### src/rtl/alu_seq.sv
// Round-robin scheduler and sequencer in front of a shared 16-bit ALU.
// 8/16-bit ops take one ALU pass; 32-bit ops take a low pass, then a carry-linked high pass.
module alu_seq (
    input  logic        clock,
    input  logic        reset_n,
    input  logic        req0_valid,
    output logic        req0_ready,
    input  logic [2:0]  req0_mode,
    input  logic [1:0]  req0_size,
    input  logic [31:0] req0_op1,
    input  logic [31:0] req0_op2,
    input  logic        req1_valid,
    output logic        req1_ready,
    input  logic [2:0]  req1_mode,
    input  logic [1:0]  req1_size,
    input  logic [31:0] req1_op1,
    input  logic [31:0] req1_op2,
    input  logic [11:0] flags_in,
    output logic        rsp_valid,
    input  logic        rsp_ready,
    output logic        rsp_id,
    output logic [31:0] rsp_result,
    output logic [11:0] rsp_flags,
    output logic        alu_isize,
    output logic [3:0]  alu_mode,
    output logic [15:0] alu_op1,
    output logic [15:0] alu_op2,
    output logic [11:0] alu_flags,
    input  logic [15:0] alu_result,
    input  logic [11:0] alu_flags_o
);
    typedef enum logic [1:0] {IDLE = 2'd0, LO = 2'd1, HI = 2'd2, RESP = 2'd3} state_t;

    state_t      state_q, state_d;
    logic        last_grant_q, last_grant_d;
    logic        id_q, id_d;
    logic [2:0]  mode_q, mode_d;
    logic [1:0]  size_q, size_d;
    logic [31:0] op1_q, op1_d;
    logic [31:0] op2_q, op2_d;
    logic [11:0] cflags_q, cflags_d;
    logic [11:0] lo_flags_q, lo_flags_d;
    logic [31:0] result_q, result_d;
    logic [11:0] rflags_q, rflags_d;

    logic        grant;
    logic        is_idle;
    logic        accept;
    logic [2:0]  hi_mode;

    // Handshake: a request transfers on a clock edge where valid and ready are both high.
    // Ready is offered only in IDLE and only to the requester that wins arbitration;
    // rsp_valid is a pure function of state and holds until rsp_ready is seen.
    always_comb begin
        grant = 1'b0;
        if (req0_valid && req1_valid) begin
            grant = ~last_grant_q;
        end else if (req1_valid) begin
            grant = 1'b1;
        end
    end

    assign is_idle    = (state_q == IDLE);
    assign req0_ready = is_idle && req0_valid && !grant;
    assign req1_ready = is_idle && req1_valid && grant;
    assign accept     = req0_ready || req1_ready;

    // The high half of a chained op must consume the low-half carry/borrow.
    always_comb begin
        case (mode_q)
            3'd0:       hi_mode = 3'd2;
            3'd5, 3'd7: hi_mode = 3'd3;
            default:    hi_mode = mode_q;
        endcase
    end

    always_comb begin
        alu_mode  = {1'b0, mode_q};
        alu_isize = (size_q != 2'd0);
        alu_op1   = op1_q[15:0];
        alu_op2   = op2_q[15:0];
        alu_flags = cflags_q;
        if (state_q == HI) begin
            alu_mode  = {1'b0, hi_mode};
            alu_isize = 1'b1;
            alu_op1   = op1_q[31:16];
            alu_op2   = op2_q[31:16];
            alu_flags = {cflags_q[11:1], lo_flags_q[0]};
        end
    end

    always_comb begin
        state_d      = state_q;
        last_grant_d = last_grant_q;
        id_d         = id_q;
        mode_d       = mode_q;
        size_d       = size_q;
        op1_d        = op1_q;
        op2_d        = op2_q;
        cflags_d     = cflags_q;
        lo_flags_d   = lo_flags_q;
        result_d     = result_q;
        rflags_d     = rflags_q;
        case (state_q)
            IDLE: begin
                if (accept) begin
                    id_d         = grant;
                    last_grant_d = grant;
                    mode_d       = grant ? req1_mode : req0_mode;
                    size_d       = grant ? req1_size : req0_size;
                    op1_d        = grant ? req1_op1  : req0_op1;
                    op2_d        = grant ? req1_op2  : req0_op2;
                    cflags_d     = flags_in;
                    state_d      = LO;
                end
            end
            LO: begin
                result_d   = {16'h0000, (size_q == 2'd0) ? {8'h00, alu_result[7:0]} : alu_result};
                lo_flags_d = alu_flags_o;
                if (size_q[1]) begin
                    state_d = HI;
                end else begin
                    rflags_d = alu_flags_o;
                    state_d  = RESP;
                end
            end
            HI: begin
                result_d[31:16] = alu_result;
                // OF/SF/CF describe the full word; ZF needs both halves zero; PF/AF live in the low byte.
                rflags_d = {alu_flags_o[11], cflags_q[10:8], alu_flags_o[7],
                            lo_flags_q[6] & alu_flags_o[6], alu_flags_o[5], lo_flags_q[4],
                            alu_flags_o[3], lo_flags_q[2], alu_flags_o[1:0]};
                state_d  = RESP;
            end
            RESP: begin
                if (rsp_ready) begin
                    state_d = IDLE;
                end
            end
            default: state_d = IDLE;
        endcase
    end

    always_ff @(posedge clock or negedge reset_n) begin
        if (!reset_n) begin
            state_q      <= IDLE;
            last_grant_q <= 1'b1;
            id_q         <= 1'b0;
            mode_q       <= 3'd0;
            size_q       <= 2'd0;
            op1_q        <= 32'd0;
            op2_q        <= 32'd0;
            cflags_q     <= 12'd0;
            lo_flags_q   <= 12'd0;
            result_q     <= 32'd0;
            rflags_q     <= 12'h002;
        end else begin
            state_q      <= state_d;
            last_grant_q <= last_grant_d;
            id_q         <= id_d;
            mode_q       <= mode_d;
            size_q       <= size_d;
            op1_q        <= op1_d;
            op2_q        <= op2_d;
            cflags_q     <= cflags_d;
            lo_flags_q   <= lo_flags_d;
            result_q     <= result_d;
            rflags_q     <= rflags_d;
        end
    end

    assign rsp_valid  = (state_q == RESP);
    assign rsp_id     = id_q;
    assign rsp_result = result_q;
    assign rsp_flags  = rflags_q;
endmodule
### config.mk
export PLATFORM = sky130hd
export DESIGN_NAME = alu_seq
export DESIGN_NICKNAME = d
export VERILOG_FILES = /design/src/rtl/alu_seq.sv
export SDC_FILE = /design/constraint.sdc
export NUM_CORES = 1
export LEC_CHECK = 0
export ABC_AREA = 1
export ABC_CLOCK_PERIOD_IN_PS = 1800
export BUFFER_PORTS_ARGS = -buffer_cell sky130_fd_sc_hd__buf_4
export CAP_MARGIN = 10
export CORE_MARGIN = 1
export CORE_UTILIZATION = 35
export DETAILED_ROUTE_END_ITERATION = 10
export HOLD_SLACK_MARGIN = 0.06
export SYNTH_ARGS = -nofsm -noshare
export SYNTH_HDL_FRONTEND = slang
export SYNTH_SLANG_ARGS = --single-unit
### constraint.sdc
create_clock -name clock -period 1.8 [get_ports clock]
set_clock_uncertainty 0.15 [all_clocks]
set_input_delay 0.36 -clock clock [delete_from_list [all_inputs] [get_ports clock]]
set_output_delay 0.36 -clock clock [all_outputs]
set_load 0.05 [all_outputs]
==> summary.txt <==
Logic synthesis
  • Net count after synthesis: 1,150
  • Synth Register Bits: 133
  • Yosys top cell area share: 0.4595
  • Ys flop type: dfrtp_1
  • Top post-synthesis cells by area: dfrtp_1 (46%), nand2_1 (22%), nand3b_1 (7.3%)
  • Most frequent cell after synthesis: nand2_1
  • Post-synth ARST share: 1.000
  • Post-Syn Area: 0.007134 mm2
  • Commonest cells in the synthesized netlist: nand2_1 (420), dfrtp_1 (131), inv_1 (110)
  • EDFF count, synth: 0
  • Post-synthesis sequential area ratio: 0.4669
  • Area leader, netlist: dfrtp_1
  • Distinct cells, synth: 21
  • Cells after Synth: 962
  • Mean post-synth cell area: between 7 and 8 um2
  • Yosys warns: 0

Routing
  • Vias: 7,224
  • ANT nets after route: 0
  • Drt drc: 0
  • Initial drt markers: 380
  • Total Routed Length: 24,590 um
  • Vias per inst: between 4 and 5
  • WL/cell: 15.86 um
  • Initial DRT Pass Iterations: 5

Power
  • Peak supply drop: 1.803 mV
  • Comb pwr share: 0.634
  • Design Power: between 20,000 and 25,000 uW
  • PwrDens: around 2100 mW/mm2
  • Internal power: 12,530 uW
  • Leak: 0.006180 uW
  • Register share of total power: 0.226
  • Switching Share: 0.4942
  • Sw Pwr: roughly 12,000 uW
  • Clock power share: 0.141

Timing
  • Final hold violations: 0
  • RSZ-0062 raised after global routing: true
  • Slew Limit Fails: 0
  • Final setup margin: -0.4068 ns
  • Fin crit share: 1.226
  • Final Setup Violations: 51
  • FMAX: about 450 MHz
  • Crit path time final: roughly 2.2 ns

Job
  • Maxcap violations: 0

Floorplanning
  • Die width: 144.8 um
  • Die Height: 144.8 um
  • Core region area: 0.01972 mm2
  • Starting Density: 0.3618
  • Full die area: roughly 0.021 mm2
  • Std cell rows: 51
  • Num ports: 280

Global route
  • Vias in the first global route: 7,139
  • Largest net degree at the start of global routing: 44
  • Gr usage total: 0.2350
  • Initial antenna violation count: 1
  • Total grt overflow: 0
  • First-pass GRT wire length: 37,370 um

Finish
  • Ant. Diodes: 0
  • Fillers: approximately 1,800
  • Final nets: roughly 1,500
  • Area Growth Syn to Fin: 62.17%
  • Fraction of layout instances using a drive strength above 1: 0.3639

Setup path
  • Crit path buf inv count: 4
  • Delay-heaviest family, CP: buffers and inverters
  • CP Class: reg -> out
  • Cell breakdown of the critical path: inv_2 -> ha_4 -> buf_6 -> buf_12 -> nand2_2 -> nand2_4 -> buf_8
  • CP Max Fanout: 9
  • Worst Path Arrival: 1.70 ns
  • CP endpoint kind: output port
  • Critical path's largest stage delay: roughly 0.38 ns
  • Startpoint types: register
  • CP required: 1.29 ns
  • CP max stage cell: dfrtp_1

Placement
  • GP Congestion: 0.8620
  • Hpwl dp: between 15,000 and 20,000 um
  • Post-place setup slack: -0.02286 ns
  • Count of input and output buffers: ~280

Clock network
  • # clock sinks: around 130
  • Max Root-Sink Buffers: 2
  • CTS buffer count: 17
  • Root Buffer: clkbuf_16
  • H-tree levels: 4
  • Worst skew pair latency: 0.42 ns
  • CTS tree: done
  • Clk slew on worst S/H paths: 0.06 ns

Worst hold path
  • Hold Path Class: in -> reg

Status
  • Failing checks: setup timing
  • Status: complete, but fails checks
## timing repair
item | CTS | global route
buffers inserted | 6 | 7
pin swaps | 2 | 8
endpoints found under the setup margin | 73 | 60
hold buffers | 36 | 0
resized for setup | 115 | 66
hold endpoints to repair | 106 | 0
gates cloned | 3 | 6
## path summary, 6_finish.rpt
path	slack (ns)	end	start	cells past startpoint
setup / recovery	-0.41	alu_op2[11]	state_q[0]$_DFFE_PN0P_	7
min in group asynchronous	0.27	rsp_result[2]$_DFFE_PN0P_	reset_n	2
hold reg to reg	0.32	rsp_result[3]$_DFFE_PN0P_	rsp_result[3]$_DFFE_PN0P_	2
setup reg to reg	-0.14	rsp_flags[4]$_DFFE_PN0P_	state_q[0]$_DFFE_PN0P_	8
max in group asynchronous	0.67	op2_q[22]$_DFFE_PN0P_	reset_n	3
hold / removal	0.08	op2_q[24]$_DFFE_PN0P_	req0_op2[24]	5
## stage by stage
step	hold slack [ns]	cell area [um2]	setup TNS (ns)	util	std cells
global route	0.09044	11570	-19.41	0.5868	1551
floorplan	-0.08559	7382	-0.9961	-	962
finish	0.08083	11570	-15.65	0.5868	1551
global placement	0.1546	9772	-0.03037	0.4956	1467
CTS	0.06976	11250	-13.81	0.5706	1543
detailed placement	0.1551	9772	-0.1484	0.4956	1467
## power groups by stage
stage	sequential [uW]	combinational, uW	clock (uW)
2_1_floorplan	6820	7870	0
3_3_place_gp	5450	13000	0
3_5_place_dp	5410	13200	0
4_1_cts	5480	14900	3550
5_1_grt	5760	16800	3680
6_report	5590	15700	3480
## area by class of cell
class / instances / area, um2 / share of cell area
clock inverter: 13 / 150.1 / 0.01298
sequential: 133 / 3331 / 0.2879
tap: 265 / 331.6 / 0.02866
inverter: 112 / 432.9 / 0.03742
clock buffer: 19 / 432.9 / 0.03742
timing repair buffer: 365 / 3443 / 0.2976
multi-input combinational: 644 / 3448 / 0.2980
## flip-flops by register name (all words and copies together) (netlist names)
signal        cells
mode_q            3
rsp_result       32
rsp_id            1
op2_q            32
state_q           2
op1_q            32
lo_flags_q        4
size_q            2
rsp_flags        12
cflags_q         12
last_grant_q      1
## layout by cell type (no fill, tap or decap), types with 2 or more instances in the layout
cell type	count
nand2_1	332
buf_4	259
dfrtp_1	131
inv_1	109
nand3_1	96
nand3b_1	69
nand2_2	48
nand2_4	44
buf_8	37
dlygate4sd3_1	36
o21ai_0	35
clkbuf_16	21
buf_12	16
buf_6	12
clkinv_4	5
ha_4	3
inv_6	3
inv_2	2
a21oi_4	2
o21ai_4	2
nor2_1	2
ha_1	2
clkinvlp_4	2
clkbuf_1	2
bufinv_16	2
dfstp_2	2
## worst register-to-register path: stages, from the launching register on
cell and delay (ns):
dfrtp_1 0.38, inv_2 0.08, ha_4 0.22, clkinv_8 0.12, buf_8 0.16, buf_6 0.13
o21ai_4 0.27, clkbuf_16 0.22, o21ai_0 0.08
## routing by layer
layer,part of all wire,GRT usage,vias up
li1,-,-,3566
met1,0.42,0.2905,3371
met2,0.49,0.3995,258
met3,0.072,0.06482,27
met4,0.017,0.06593,2
met5,0.00069,0,-
## logic make-up (layout without fill, tap and decap cells)
kind of cell	count (synthesis)	in the layout	synth area share
AO/OA/AOI/OAI	44	44	0.03174
adder cells (fa/ha/maj)	5	5	0.008769
buffers and inverters	185	509	0.1243
flip-flops	133	133	0.4669
other	1	1	0.0005256
AND/OR/NAND/NOR	594	594	0.3678
Note: power is estimated with default switching activity, not from simulation.
